File: src/rtl/fp_unpack_norm_if.sv
// Operand/result bundle between an FPU operand source and fp_unpack_norm.
// Handshake: a transfer happens on a rising edge where valid & ready; a source
// holds valid and its payload until that edge, and ready may depend on state only.
interface fp_unpack_norm_if;
    logic        in_valid;
    logic        in_ready;
    logic [63:0] in_data;
    logic        in_db;
    logic        out_valid;
    logic        out_ready;
    logic        out_s;
    logic [12:0] out_e;
    logic [52:0] out_f;
    logic        out_zero;
    logic        out_inf;
    logic        out_nan;
    logic        out_snan;
    logic        out_denorm;

    modport master (
        output in_valid, in_data, in_db, out_ready,
        input  in_ready, out_valid, out_s, out_e, out_f,
        input  out_zero, out_inf, out_nan, out_snan, out_denorm
    );

    modport slave (
        input  in_valid, in_data, in_db, out_ready,
        output in_ready, out_valid, out_s, out_e, out_f,
        output out_zero, out_inf, out_nan, out_snan, out_denorm
    );
endinterface

File: src/rtl/fp_unpack_norm.sv
// Unpacks an IEEE single/double operand into sign, unbiased exponent and a
// 53-bit significand, normalizing denormals one shift step per cycle.
module fp_unpack_norm (
    input  logic                 clk,
    input  logic                 rst_n,
    fp_unpack_norm_if.slave      bus,
    output logic [1:0]           state_dbg
);
    typedef enum logic [1:0] {IDLE = 2'd0, NORM = 2'd1, DONE = 2'd2} state_t;

    state_t      state;
    logic        s_q;
    logic [12:0] e_q;
    logic [52:0] f_q;
    logic        zero_q, inf_q, nan_q, snan_q, denorm_q;

    logic        sign_in;
    logic        exp_zero;
    logic        exp_ones;
    logic        frac_nz;
    logic [51:0] placed;
    logic [12:0] e_unb;
    logic [12:0] emin;

    // Single fraction is left-aligned so its MSB lands on bit 51 like double's.
    always_comb begin
        sign_in  = 1'b0;
        exp_zero = 1'b0;
        exp_ones = 1'b0;
        placed   = '0;
        e_unb    = '0;
        emin     = '0;
        if (bus.in_db) begin
            sign_in  = bus.in_data[63];
            exp_zero = (bus.in_data[62:52] == 11'd0);
            exp_ones = &bus.in_data[62:52];
            placed   = bus.in_data[51:0];
            e_unb    = {2'b00, bus.in_data[62:52]} - 13'd1023;
            emin     = 13'h1C02;
        end else begin
            sign_in  = bus.in_data[31];
            exp_zero = (bus.in_data[30:23] == 8'd0);
            exp_ones = &bus.in_data[30:23];
            placed   = {bus.in_data[22:0], 29'd0};
            e_unb    = {5'b00000, bus.in_data[30:23]} - 13'd127;
            emin     = 13'h1F82;
        end
        frac_nz = |placed;
    end

    logic        big_step;
    logic [52:0] f_step;
    logic [12:0] e_step;

    always_comb begin
        big_step = (f_q[52:45] == 8'd0);
        f_step   = big_step ? {f_q[44:0], 8'd0} : {f_q[51:0], 1'b0};
        e_step   = e_q - (big_step ? 13'd8 : 13'd1);
    end

    always_ff @(posedge clk or negedge rst_n) begin
        if (!rst_n) begin
            state    <= IDLE;
            s_q      <= 1'b0;
            e_q      <= '0;
            f_q      <= '0;
            zero_q   <= 1'b0;
            inf_q    <= 1'b0;
            nan_q    <= 1'b0;
            snan_q   <= 1'b0;
            denorm_q <= 1'b0;
        end else begin
            case (state)
                IDLE: begin
                    if (bus.in_valid) begin
                        s_q      <= sign_in;
                        zero_q   <= 1'b0;
                        inf_q    <= 1'b0;
                        nan_q    <= 1'b0;
                        snan_q   <= 1'b0;
                        denorm_q <= 1'b0;
                        state    <= DONE;
                        if (exp_ones) begin
                            e_q    <= '0;
                            f_q    <= frac_nz ? {1'b0, placed} : 53'd0;
                            inf_q  <= ~frac_nz;
                            nan_q  <= frac_nz;
                            snan_q <= frac_nz & ~placed[51];
                        end else if (exp_zero && frac_nz) begin
                            e_q      <= emin;
                            f_q      <= {1'b0, placed};
                            denorm_q <= 1'b1;
                            state    <= NORM;
                        end else if (exp_zero) begin
                            e_q    <= '0;
                            f_q    <= '0;
                            zero_q <= 1'b1;
                        end else begin
                            e_q <= e_unb;
                            f_q <= {1'b1, placed};
                        end
                    end
                end
                NORM: begin
                    e_q <= e_step;
                    f_q <= f_step;
                    if (f_step[52]) state <= DONE;
                end
                DONE: begin
                    if (bus.out_ready) state <= IDLE;
                end
                default: state <= IDLE;
            endcase
        end
    end

    assign bus.in_ready   = (state == IDLE);
    assign bus.out_valid  = (state == DONE);
    assign bus.out_s      = s_q;
    assign bus.out_e      = e_q;
    assign bus.out_f      = f_q;
    assign bus.out_zero   = zero_q;
    assign bus.out_inf    = inf_q;
    assign bus.out_nan    = nan_q;
    assign bus.out_snan   = snan_q;
    assign bus.out_denorm = denorm_q;
    assign state_dbg      = state;
endmodule

File: src/flat_wrapper.sv
// flat-port wrapper written by rule: the top's interface ports become plain ports
module fp_unpack_norm_flat 
  (clk, rst_n, state_dbg, bus_in_valid, bus_in_data, bus_in_db, bus_out_ready, bus_in_ready, bus_out_valid, bus_out_s, bus_out_e, bus_out_f, bus_out_zero, bus_out_inf, bus_out_nan, bus_out_snan, bus_out_denorm);
  fp_unpack_norm_if bus_i ();
  input  logic clk;
  input  logic rst_n;
  output logic [1:0] state_dbg;
  input wire logic [$bits(bus_i.in_valid)-1:0] bus_in_valid;
  input wire logic [$bits(bus_i.in_data)-1:0] bus_in_data;
  input wire logic [$bits(bus_i.in_db)-1:0] bus_in_db;
  input wire logic [$bits(bus_i.out_ready)-1:0] bus_out_ready;
  output wire logic [$bits(bus_i.in_ready)-1:0] bus_in_ready;
  output wire logic [$bits(bus_i.out_valid)-1:0] bus_out_valid;
  output wire logic [$bits(bus_i.out_s)-1:0] bus_out_s;
  output wire logic [$bits(bus_i.out_e)-1:0] bus_out_e;
  output wire logic [$bits(bus_i.out_f)-1:0] bus_out_f;
  output wire logic [$bits(bus_i.out_zero)-1:0] bus_out_zero;
  output wire logic [$bits(bus_i.out_inf)-1:0] bus_out_inf;
  output wire logic [$bits(bus_i.out_nan)-1:0] bus_out_nan;
  output wire logic [$bits(bus_i.out_snan)-1:0] bus_out_snan;
  output wire logic [$bits(bus_i.out_denorm)-1:0] bus_out_denorm;
  assign bus_i.in_valid = bus_in_valid;
  assign bus_i.in_data = bus_in_data;
  assign bus_i.in_db = bus_in_db;
  assign bus_i.out_ready = bus_out_ready;
  assign bus_in_ready = bus_i.in_ready;
  assign bus_out_valid = bus_i.out_valid;
  assign bus_out_s = bus_i.out_s;
  assign bus_out_e = bus_i.out_e;
  assign bus_out_f = bus_i.out_f;
  assign bus_out_zero = bus_i.out_zero;
  assign bus_out_inf = bus_i.out_inf;
  assign bus_out_nan = bus_i.out_nan;
  assign bus_out_snan = bus_i.out_snan;
  assign bus_out_denorm = bus_i.out_denorm;
  fp_unpack_norm u_core (.clk(clk), .rst_n(rst_n), .bus(bus_i), .state_dbg(state_dbg));
endmodule
File: config.mk
export PLATFORM = sky130hd
export DESIGN_NAME = fp_unpack_norm_flat
export DESIGN_NICKNAME = d
export VERILOG_FILES = /design/src/rtl/fp_unpack_norm_if.sv /design/src/rtl/fp_unpack_norm.sv /design/src/flat_wrapper.sv
export SDC_FILE = /design/constraint.sdc
export NUM_CORES = 1
export LEC_CHECK = 0
export BUFFER_PORTS_ARGS = -buffer_cell sky130_fd_sc_hd__buf_2
export CAP_MARGIN = 20
export CORE_MARGIN = 2
export CORE_UTILIZATION = 53
export CTS_CLUSTER_DIAMETER = 80
export DETAILED_ROUTE_END_ITERATION = 10
export MAX_ROUTING_LAYER = met4
export PLACE_DENSITY_LB_ADDON = 0.1
export SYNTH_ARGS = -nofsm -noshare
export SYNTH_HDL_FRONTEND = slang
export SYNTH_SLANG_ARGS = --single-unit
File: constraint.sdc
create_clock -name clk -period 3.75 [get_ports clk]
set_clock_uncertainty 0.1 [all_clocks]
set_input_delay 0.5625 -clock clk [delete_from_list [all_inputs] [get_ports clk]]
set_output_delay 0.5625 -clock clk [all_outputs]
set_load 0.01 [all_outputs]
== Word-level counts from Yosys, hierarchy flattened ==
Index checks and enable logic that the tools add are counted.
Word-level totals
  memories kept: 0
  register bits: 74
  RAM bits: 0
  ROM bits: 0
  latch bits: 0
  logic and storage cells: 65
  input port bits: 69
Cells by class
  mux-type cells: 33
  multipliers: 0
  equality and inequality tests: 5
  shift operators: 0
  bitwise logic cells: 3
  reduce and logical (&&, ||, !) cells: 12
  magnitude comparators: 0
  divide/modulo/power cells: 0
  add/sub/neg operators: 3
Operators with widths (count)
  $mux 53: 5
  $pmux 53 s2: 1
  $mux 52: 2
  $mux 13: 5
  $reduce_or 52->1: 1
  $pmux 13 s2: 1
  $logic_not 8->1: 2
  $sub 13x13->13: 1
  $sub 11x10->12 const B: 1
  $logic_not 11->1: 1
  $mux 1: 11
  $reduce_and 11->1: 1
  $mux 10: 1
  $mux 2: 5
  $sub 8x7->9 const B: 1
  $reduce_and 8->1: 1
  $pmux 2 s3: 1
  $mux 4: 1
  $ne 2x2->1 const B: 2
  $reduce_and 2->1: 2
  $reduce_and 3->1: 1
  $eq 2x1->1 const B: 1
  $eq 2x2->1 const B: 1
  $logic_not 2->1: 1
  5 further kinds: 6

== Depth between registers and ports, before layout ==
  depth after elaboration: 7
  depth in mapped cells: 13
  mapped depth without buffers: 11

== Least setup slack after synthesis ==
Ideal clock, no wire load.
  path type: reg2reg
  from: register u_core.f_q[50] (netlist: u_core.bus.out_f[50])
  to: register u_core.e_q[8] (netlist: u_core.bus.out_e[8])
  arrival: 2.972 ns
  stages on the path, launching flop included: 12
  path slack: 0.540 ns
  path buffers: 2
  library setup time: 0.138 ns
  data required time: 3.512 ns
  path through: dfrtp_1 > or4_4 > nor4b_4 > buf_6 > buf_8 > inv_1 > ha_1 > a2111oi_4 > a21oi_1 > a41o_1 > a211oi_1 > a22oi_1
On the way
  cells in the longest elaborated chain, start to end: 4
Ends and longest elaborated chain
  from (decl): RTL line fp_unpack_norm.sv:14  | logic [52:0] f_q;
  from (signal assigned): RTL line fp_unpack_norm.sv:85  | f_q <= frac_nz ? {1'b0, placed} : 53'd0;
  from (signal assigned): RTL line fp_unpack_norm.sv:91  | f_q <= {1'b0, placed};
  from (signal assigned): RTL line fp_unpack_norm.sv:100  | f_q <= {1'b1, placed};
  $logic_not 8->1: RTL line fp_unpack_norm.sv:56  | big_step = (f_q[52:45] == 8'd0);
  $mux 4: RTL line fp_unpack_norm.sv:58  | e_step = e_q - (big_step ? 13'd8 : 13'd1);
  $sub 13x13->13: RTL line fp_unpack_norm.sv:58
  $pmux 13 s2: RTL line fp_unpack_norm.sv:73  | case (state)
  to (signal assigned): RTL line fp_unpack_norm.sv:90  | e_q <= emin;
  to (signal assigned): RTL line fp_unpack_norm.sv:99  | e_q <= e_unb;
  to (signal assigned): RTL line fp_unpack_norm.sv:105  | e_q <= e_step;
  to (decl): RTL line fp_unpack_norm.sv:13  | logic [12:0] e_q;
No other way between the ends.
A chain may end at the register's enable or synchronous reset.

== Worst setup path in the final report ==
Same ends and word-level chain as after synthesis.

==> flow_summary_export.csv <==
group,metric,value,unit
route,drt-initial-drc-count,352,
floorplan,floorplan.die_area,10500,µm²
route,num_vias,5169,
power,p_leak,2.76,nW
critical_path,critPathMaxFanout,7,
global_route,grt_pass1_wl,25400,µm
synth,synthCells,603,
sta,worst_pin_slew,0.953,ns
placement,hpwl,12300,µm
sta,setup_viol,0,
critical_path,crit_chain,"or4_4 -> nor4b_4 -> inv_1 -> ha_1 -> a2111oi_4 -> a21oi_1 -> a41o_1 -> a211oi_1 -> a22oi_1",
synth,synth_nets,679,
synth,ys_seq_area_share,36.1,%
clock_network,hold_buffers,0,
power,power_density,467,nW/µm²
global_route,grt_overflow,0,
critical_path,cpMaxStageDelayCell,"or4_4",
route,routedWlPerCell,19.0,µm
critical_path,max_stage_delay,0.57,ns
floorplan,ios,145,
sta,setup_ws,0.555,ns
synth,synth-simple-area-share,20.0,%
sta,slew_violations,0,
run,maxCapViolations,0,
critical_path,start_kind,"flop",
final_layout,final_cell_mix,"buf_2, nor2_1, dfrtp_1",
synth,synth_fa_ha_area_share,1.71,%
final_layout,drive_gt1_share,26.4,%
clock_network,cts_setup_buffers,0,
status,status,"finished, final reports clean",
clock_network,cts_buffers,9,
synth,netlist_area,5130,µm²
global_route,antenna_found_initial,0,
final_layout,syn_to_final_growth,19.1,%
sta,finalHoldViolCount,0,
placement,dp_slack,0.579,ns
critical_path,crit_type,"reg2reg",
sta,fin_crit_sh,85.2,%
final_layout,diodes,0,
final_layout,design_area,6110,µm²
synth,synth_top_family_by_area,"compound AO/OA/AOI/OAI gates",
synth,synth-compound-area-share,21.6,%
clock_network,ctsResizeCount,0,
global_route,grt_pass1_vias,4642,
min_path,hold_path_class,"in2reg",
sta,hold_ws,0.275,ns
synth,synth_edf_count,0,
sta,rsz0062_at_grt,"no",
placement,portBuffers,144,
floorplan,core,9330,µm²
sta,max-slew-margin-rel,36.5,%
sta,finalSetupTns,0,ns
critical_path,required,3.86,ns
final_layout,final_util,65.5,%
clock_network,clock_path_buffers,2,
clock_network,clk_pin_slew,0.08,ns
sta,fmax,0.313,GHz
synth,ys_seq_elements,74,
placement,placed_cell_area,5870,µm²
synth,synth_mux_area_share,12.9,%
route,drc,0,
clock_network,clk_latency,0.37,ns
floorplan,die_height,102,µm
floorplan,row_count,35,
route,antenna_left,0,
critical_path,cp-end-kind,"flop",
route,wl,16400,µm
route,dr.pass1.iters,5,
synth,yosys_most_used_dff,"dfrtp_1",
sta,min_period,3.19,ns
clock_network,clkSinkCount,74,
clock_network,root_buffer,"clkbuf_8",
critical_path,arrival,3.31,ns
floorplan,initial_core_util,55.0,%
synth,async_flop_share,100,%
clock_network,h-tree-depth,3,
global_route,grt_usage,33.2,%
global_route,grt_max_degree,77,
power,ir_drop,0.211,mV
final_layout,nets,804,
synth,synth.distinct_cells,63,
route,vias_per_cell,6.00,
clock_network,cts_tree,"done",
placement,place_congestion,0.945,
synth,avgSynthCellArea,8.51,µm²
synth,synth_xor_area_share,2.39,%
final_layout,final_common_cell,"buf_2",
synth,yosysWarnings,0,
floorplan,die_w,102,µm
==> per-layer routing <==
metal | up-vias | share of wire (%) | track usage (%)
met5 | - | 0 | -
met4 | 0 | 3.1 | 11.7
met3 | 38 | 8.5 | 6.70
met2 | 260 | 44 | 47.6
met1 | 2418 | 45 | 46.8
li1 | 2453 | - | -
==> synthesized netlist by cell type, types with 7 or more instances <==
master | number | share of area (%)
nand2_1 | 69 | 5.0
buf_2 | 11 | 1.1
mux2i_1 | 47 | 9.2
a31oi_1 | 24 | 2.9
nor4_1 | 11 | 1.3
mux2_1 | 10 | 2.2
o21ai_1 | 35 | 3.4
dfrtp_1 | 74 | 36
mux2_2 | 7 | 1.5
o21ai_0 | 26 | 2.5
nand3_1 | 17 | 1.7
o211ai_1 | 8 | 1.2
xnor2_1 | 7 | 1.2
clkbuf_1 | 21 | 1.5
nand4_1 | 7 | 0.85
a21oi_1 | 29 | 2.8
xor2_1 | 7 | 1.2
inv_1 | 13 | 0.95
a221oi_2 | 7 | 2.0
a211oi_1 | 8 | 1.2
ha_1 | 7 | 1.7
nor2_1 | 84 | 6.1
nor3_1 | 12 | 1.2
==> final timing paths <==
kind,cells past startpoint,start,slack [ns],to
max,9,u_core.bus.out_f[50],0.56,u_core.bus.out_e[8]
min,2,bus_out_ready,0.28,u_core.state_dbg[1]
max reg2reg,9,u_core.bus.out_f[50],0.56,u_core.bus.out_e[8]
min reg2reg,2,u_core.bus.out_denorm,0.39,u_core.bus.out_denorm
max in group asynchronous,2,rst_n,2.61,u_core.bus.out_e[7]
min in group asynchronous,2,rst_n,0.32,u_core.bus.out_f[39]
==> stage by stage <==
stage / std cells / total power [mW]
final: 861 / 2.85
after global routing: 861 / 3.01
after CTS: 861 / 2.85
after detailed placement: 846 / 2.09
after global placement: 846 / 2.06
after floorplan: 603 / 1.67
==> state kept, by name, indices dropped and copies added, names as in the netlist <==
name / count
u_core.bus.out_denorm: 1
u_core.bus.out_e: 13
u_core.bus.out_f: 53
u_core.bus.out_inf: 1
u_core.bus.out_nan: 1
u_core.bus.out_s: 1
u_core.bus.out_snan: 1
u_core.bus.out_zero: 1
u_core.state_dbg: 2
==> cells by family (layout without fill, tap and decap cells) <==
group,after synthesis,count (layout)
AND/OR/NAND/NOR,222,222
AO/OA/AOI/OAI,169,169
flip-flops,74,74
multiplexers,64,64
buffers and inverters,53,182
XOR/XNOR,14,14
adder cells (fa/ha/maj),7,7
==> area by class of cell <==
| type | count | area (µm²) |
|---|---|---|
| Fill cell | 814 | 3210 |
| Inverter | 14 | 52.6 |
| Multi-Input combinational cell | 476 | 3020 |
| Tap cell | 129 | 161 |
| Clock buffer | 9 | 124 |
| Clock inverter | 6 | 115 |
| Sequential cell | 74 | 1850 |
| Timing Repair Buffer | 153 | 788 |
==> worst max-delay path: cells and delay by family (launching register included) <==
kind / cells / cell delay (ns)
buffers and inverters: 1 / 0.11
AOI/OAI and AO/OA: 5 / 1.16
DFF: 1 / 0.44
adders and majority gates: 1 / 0.40
and+or+nand+nor: 2 / 0.84
==> report_power, final <==
part           switching (mW)  internal (mW)  total (mW)
sequential              0.233          0.970        1.20
clock                   0.328          0.442       0.770
combinational           0.508          0.372       0.880
total                    1.07           1.78        2.85
(Power assumes the default switching activity.)
